--- config.mk ---
export PLATFORM = sky130hd
export DESIGN_NAME = adder_share_arbiter
export DESIGN_NICKNAME = d
export VERILOG_FILES = /design/src/rtl/adder_arb_pkg.sv /design/src/rtl/adder_share_arbiter_rr_pick.sv /design/src/rtl/carry_select_adder.sv /design/src/rtl/adder_share_arbiter.sv
export SDC_FILE = /design/constraint.sdc
export NUM_CORES = 1
export LEC_CHECK = 0
export CAP_MARGIN = 20
export CORE_ASPECT_RATIO = 1.5
export CORE_MARGIN = 2
export CORE_UTILIZATION = 40
export DETAILED_ROUTE_END_ITERATION = 16
export PLACE_DENSITY = 0.74
export SLEW_MARGIN = 10
export SYNTH_ARGS = -nofsm -noshare
export SYNTH_HDL_FRONTEND = slang
export SYNTH_SLANG_ARGS = --single-unit
--- constraint.sdc ---
create_clock -name clk -period 3.4 [get_ports clk]
set_input_delay 0.85 -clock clk [delete_from_list [all_inputs] [get_ports clk]]
set_output_delay 0.85 -clock clk [all_outputs]
set_load 0.005 [all_outputs]
--- src/rtl/adder_arb_pkg.sv ---
// Shared types and helpers for the adder share arbiter.
package adder_arb_pkg;

    typedef enum logic [1:0] {
        IDLE = 2'd0,
        CALC = 2'd1,
        RESP = 2'd2
    } arb_state_t;

    function automatic int unsigned id_width(input int unsigned n);
        int unsigned w;
        w = (n > 1) ? $clog2(n) : 1;
        return (w < 1) ? 1 : w;
    endfunction

endpackage

--- src/rtl/adder_share_arbiter_rr_pick.sv ---
// Combinational round-robin picker: first valid after ptr (wrapping) wins.
module rr_pick
    import adder_arb_pkg::*;
#(
    parameter  int unsigned NUM_REQ = 4,
    localparam int unsigned ID_W    = id_width(NUM_REQ)
) (
    input  logic [NUM_REQ-1:0] valid,
    input  logic [ID_W-1:0]    ptr,
    output logic [NUM_REQ-1:0] grant_c,
    output logic [ID_W-1:0]    idx_c,
    output logic               any_c
);
    logic [ID_W-1:0] cand;

    always_comb begin
        grant_c = '0;
        idx_c   = '0;
        any_c   = 1'b0;
        cand    = '0;
        for (int unsigned off = 1; off <= NUM_REQ; off++) begin
            cand = ID_W'((32'(ptr) + off) % NUM_REQ);
            if (!any_c && valid[cand]) begin
                any_c         = 1'b1;
                idx_c         = cand;
                grant_c[cand] = 1'b1;
            end
        end
    end
endmodule

--- src/rtl/carry_select_adder.sv ---
// Carry-select adder: low half ripples, high half is precomputed for both carries.
module carry_select_adder #(
    parameter int unsigned N = 8
) (
    input  logic [N-1:0] a,
    input  logic [N-1:0] b,
    input  logic         cin,
    output logic [N-1:0] sum_c,
    output logic         cout_c
);
    localparam int unsigned LO   = N / 2;
    localparam int unsigned HI   = N - LO;
    localparam int unsigned LO_W = LO + 1;
    localparam int unsigned HI_W = HI + 1;

    logic [LO:0] lo_sum;
    logic [HI:0] hi_sum0;
    logic [HI:0] hi_sum1;

    assign lo_sum  = LO_W'(a[LO-1:0]) + LO_W'(b[LO-1:0]) + LO_W'(cin);
    assign hi_sum0 = HI_W'(a[N-1:LO]) + HI_W'(b[N-1:LO]);
    assign hi_sum1 = HI_W'(a[N-1:LO]) + HI_W'(b[N-1:LO]) + HI_W'(1'b1);

    assign {cout_c, sum_c} = lo_sum[LO] ? {hi_sum1, lo_sum[LO-1:0]}
                                        : {hi_sum0, lo_sum[LO-1:0]};
endmodule

--- src/rtl/adder_share_arbiter.sv ---
// Shares one carry_select_adder among NUM_REQ requesters with round-robin grant.
// Optional two's-complement overflow output enabled by ADDER_ARB_OVF_EN.
module adder_share_arbiter
    import adder_arb_pkg::*;
#(
    parameter  int unsigned N       = 8,
    parameter  int unsigned NUM_REQ = 4,
    localparam int unsigned ID_W    = id_width(NUM_REQ)
) (
    input  logic                 clk,
    input  logic                 rst,
    input  logic [NUM_REQ-1:0]   req_valid,
    output logic [NUM_REQ-1:0]   req_ready,
    input  logic [NUM_REQ*N-1:0] req_a,
    input  logic [NUM_REQ*N-1:0] req_b,
    input  logic [NUM_REQ-1:0]   req_cin,
    output logic                 resp_valid,
    input  logic                 resp_ready,
    output logic [ID_W-1:0]      resp_id,
    output logic [N-1:0]         resp_sum,
    output logic                 resp_cout,
    output logic                 busy
`ifdef ADDER_ARB_OVF_EN
    ,
    output logic                 resp_ovf
`endif
);
    arb_state_t state, state_nxt;

    logic [N-1:0]       op_a, op_b;
    logic               op_cin;
    logic [ID_W-1:0]    op_id;
    logic [ID_W-1:0]    ptr;
    logic [NUM_REQ-1:0] grant;
    logic [ID_W-1:0]    win_idx;
    logic               win_any;
    logic               accept;
    logic [N-1:0]       sum_c;
    logic               cout_c;

    rr_pick #(.NUM_REQ(NUM_REQ)) u_pick (
        .valid   (req_valid),
        .ptr     (ptr),
        .grant_c (grant),
        .idx_c   (win_idx),
        .any_c   (win_any)
    );

    carry_select_adder #(.N(N)) u_adder (
        .a      (op_a),
        .b      (op_b),
        .cin    (op_cin),
        .sum_c  (sum_c),
        .cout_c (cout_c)
    );

    always_ff @(posedge clk or posedge rst) begin
        if (rst) state <= IDLE;
        else     state <= state_nxt;
    end

    // Next state; a new request is accepted from IDLE or on the response handshake.
    always_comb begin
        state_nxt = state;
        accept    = 1'b0;
        unique case (state)
            IDLE: begin
                if (win_any) begin
                    accept    = 1'b1;
                    state_nxt = CALC;
                end
            end
            CALC: state_nxt = RESP;
            RESP: begin
                if (resp_ready) begin
                    if (win_any) begin
                        accept    = 1'b1;
                        state_nxt = CALC;
                    end else begin
                        state_nxt = IDLE;
                    end
                end
            end
            default: state_nxt = IDLE;
        endcase
    end

    // Grant is combinational so the requester sees it in the accept cycle; silenced in reset.
    assign req_ready = (accept && !rst) ? grant : '0;

    always_ff @(posedge clk or posedge rst) begin
        if (rst) begin
            op_a       <= '0;
            op_b       <= '0;
            op_cin     <= 1'b0;
            op_id      <= '0;
            ptr        <= ID_W'(NUM_REQ - 1);
            resp_valid <= 1'b0;
            busy       <= 1'b0;
            resp_id    <= '0;
            resp_sum   <= '0;
            resp_cout  <= 1'b0;
        end else begin
            resp_valid <= (state_nxt == RESP);
            busy       <= (state_nxt != IDLE);
            if (accept) begin
                op_a   <= req_a[32'(win_idx)*N +: N];
                op_b   <= req_b[32'(win_idx)*N +: N];
                op_cin <= req_cin[win_idx];
                op_id  <= win_idx;
                ptr    <= win_idx;
            end
            if (state == CALC) begin
                resp_id   <= op_id;
                resp_sum  <= sum_c;
                resp_cout <= cout_c;
            end
        end
    end

`ifdef ADDER_ARB_OVF_EN
    always_ff @(posedge clk or posedge rst) begin
        if (rst)                resp_ovf <= 1'b0;
        else if (state == CALC) resp_ovf <= (op_a[N-1] == op_b[N-1]) && (sum_c[N-1] != op_a[N-1]);
    end
`endif

endmodule
==> metrics.md <==
| Metric | Value |
|---|---|
| Starting density of the core | `about two fifths` |
| Final wirelength | `around 8 mm` |
| Start point of the critical path | `req_valid[2]` |
| Synth async-reset ratio | `100%` |
| RSZ-0062 raised after global routing | `yes` |
| Mapped cell area | `around 2900 um^2` |
| Setup WS post-layout | `around 51 ps` |
| Layout Cells excl Fill | `487` |
| Critical Path Start Type | `input pin` |
| WL per Instance | `~17 um` |
| Fmax | `between 0.2 and 0.3 GHz` |
| Max cap viols | `0` |
| Worst EP required | `about 2600 ps` |
| Worst vdd ir | `between 700 and 800 uV` |
| Gate Count Post-Synth | `~300` |
| Final Net Count | `502` |
| Power Dens Cells | `997 nW/um^2` |
| Rel. slew slack | `between 40 and 50%` |
| Largest net degree at the start of global routing | `37` |
| Hold Buf Count CTS | `0` |
| Comb pwr share | `73.2%` |
| Worst Skew | `~3.6 ps` |
| Sw Ratio | `44.5%` |
| Die area | `7830 um^2` |
| #FFs+latches synth | `36` |
| Layout cell share with drive strength beyond 1 | `18.6%` |
| Num CTS Buffers | `5` |
| P_int | `2.30 mW` |
| CP delay by family, top | `buffers and inverters` |
| Worst slew pin tran | `roughly 750 ps` |
| Reg-to-Reg Start | `ptr[0]` |
| Core Util, Final | `approximately three fifths` |
| Leak pwr | `1.78 nW` |
| Area Overhead vs Synth | `45.8%` |
| Clk sinks | `36` |
| Vias in the first global route | `approximately 2800` |
| WHS Path Cells | `2` |
| Minimum clock period | `roughly 3300 ps` |
| Met1 usage | `between 20% and 30%` |
| Worst Setup Path Type | `in2out` |
| DR vias | `2763` |
| Number of cell rows | `37` |
| Largest fanout on the critical path | `4` |
| Synthesized net count | `~400` |
| Worst endpoint data arrival time | `roughly 2500 ps` |
| Grt ovf | `0` |
| Sequential share of power | `around a fifth` |
| P_sw | `about 1.8 mW` |
| Post-synthesis sequential area ratio | `31.7%` |
| Main area contributors after synthesis | `dfrtp_1, ha_1, mux2i_1` |
| Root cell of the clock tree | `clkbuf_8` |
| Total negative slack | `0 ps` |
| Critical Path Sink Type | `output pin` |
| Crit. path cell count | `8` |
| GR Util All Layers | `between 20% and 30%` |
| Met2 GRT Util | `between 30% and 40%` |
| PnR Total Power | `4.15 mW` |
| Die Wd | `around 73 um` |
| First-pass GRT wire length | `roughly 13 mm` |
| Core Area | `6900 um^2` |
| IO Pins | `between 90 and 100` |
| Post-DRT Antenna Nets | `0` |
| Busiest layer in global routing | `met2` |
| GRT met3 Usage | `under 10%` |
| Hold Path Class | `reg2reg` |
| Most area-hungry cell type in the Yosys netlist | `dfrtp_1` |
| Crit-path cells | `dlygate4sd2_1 -> mux4_2 -> buf_4 -> nor3_4 -> buf_6 -> a221oi_2 -> nor2_1 -> dlygate4sd2_1` |
| Dpl ws | `-568 ps` |
| Die Y | `about 110 um` |
| Status | `completed` |
| Synth top area share | `29.8%` |
| Post-placement cell count | `~470` |
| Clk pwr share | `about 7.6%` |
| WP buf/inv | `4` |
| Ys flop type | `dfrtp_1` |
| IO Port Bufs | `91` |
| Gpl congestion | `between 0.8 and 0.9` |
| Final Slew Violations | `0` |
| Hold Startpoint | `resp_sum[4]` |
| DRT iter0 DRCs | `between 150 and 200` |
| Antenna cells | `0` |
| CP peak stage delay | `510 ps` |
| DRC | `0` |
| CP most frequent cell | `dlygate4sd2_1` |
| Yosys warning count | `0` |
| Final Hold Viols | `0` |
| CTS tree | `yes` |
| Clock-pin slew on the worst setup and hold paths | `around 70 ps` |
| Most frequent cell after synthesis | `dfrtp_1` |
| Vias per Instance | `about 5.7` |
| Syn avg cell area | `between 9 and 10 um^2` |
| H-tree depth | `2` |
| DPL Wire Length | `between 6 and 7 mm` |
| Register-to-Register Path Depth | `8` |
| Commonest cells in the netlist | `dfrtp_1, nand2_1, mux2i_1, o221ai_1` |
| Pre-antenna DRT Iters | `4` |
| Post-synth EDFFs | `0` |
| Antenna violations before repair | `0` |
| Post-synth cell types | `47` |
| Maximum buffer depth of the clock tree | `2` |
| CP max stage cell | `mux4_2` |
| Setup violators final | `0` |
| Period utilization | `a little over nine tenths` |
| Skew-Pair Late Insertion Delay | `290 ps` |
[logic make-up (layout without fill, tap and decap cells)]
group / after synthesis / in the layout / synth area share [%]
AOI/OAI and AO/OA: 112 / 112 / 28.6
and+or+nand+nor: 63 / 63 / 10.8
DFF: 36 / 36 / 31.7
buffers and inverters: 34 / 142 / 5.97
muxes: 29 / 29 / 11.4
adders and majority gates: 19 / 19 / 9.13
xor gates and xnor gates: 8 / 8 / 2.46
[what timing repair did]
action,4_1_cts,5_1_grt
cloned,0,0
pin swaps,2,4
setup endpoints to repair,4,4
buffers inserted,4,2
gates resized for setup,23,19
[cell type report]
| type | count | area (um^2) |
|---|---|---|
| fillers | 575 | 2740 |
| inverters | 13 | 48.8 |
| clock inverters | 2 | 10.0 |
| well taps | 78 | 97.6 |
| repair buffers | 121 | 1140 |
| flip-flops and latches | 36 | 903 |
| clock buffers | 6 | 82.6 |
| multi-input cells | 231 | 1870 |
[power by group through the flow]
stage	sequential (mW)	combinational [mW]	clock [mW]
final	0.799	3.03	0.314
after global routing	0.823	3.34	0.343
after CTS	0.801	2.92	0.323
after detailed placement	0.808	2.83	0
after global placement	0.801	2.75	0
after floorplan	0.783	2.00	0
[metal layers]
layer,part of all wire [%],vias to the layer above
met5,0,-
met1,38,1315
met3,3.3,10
met2,57,82
met4,1.3,0
li1,-,1356
[worst paths after layout]
check / slack, ps / to
worst min register to register: 480 / resp_sum[4]
max in group asynchronous: 2030 / ptr[1]
worst max register to register: 440 / op_a[6]
worst min-delay path: 480 / resp_sum[4]
worst max-delay path: 50 / req_ready[2]
min in group asynchronous: 1020 / resp_sum[6]
[layout by cell type, fill, tap and decap left out, types with 8 or more instances in the layout]
cell and instances:
buf_4 24, o22ai_1 10, nand2_1 22, clkdlybuf4s50_1 83, ha_1 15, o221ai_1 19
o21ai_0 13, nand2b_1 13, a21oi_1 16, nor2_1 14, dfrtp_1 34, inv_1 11
o21ai_1 8, mux2i_1 18
[sequential cells by signal, indices dropped and copies added, names as in the netlist, 2 cells and up]
register,count
resp_id,2
ptr,2
op_b,8
resp_sum,8
op_a,8
state,2
op_id,2
[tightest hold or removal path: stages (launching register included)]
cell and delay, ps:
dfrtp_1 340, nand2_1 40, o21ai_0 60
[per-stage QoR]
step | cell area (um^2) | hold slack, ps
after floorplan | 2860 | 443
after global placement | 3930 | 459
after detailed placement | 3930 | 471
after CTS | 4090 | 487
after global routing | 4160 | 507
final | 4160 | 480
Note: power is estimated with default switching activity, not from simulation.
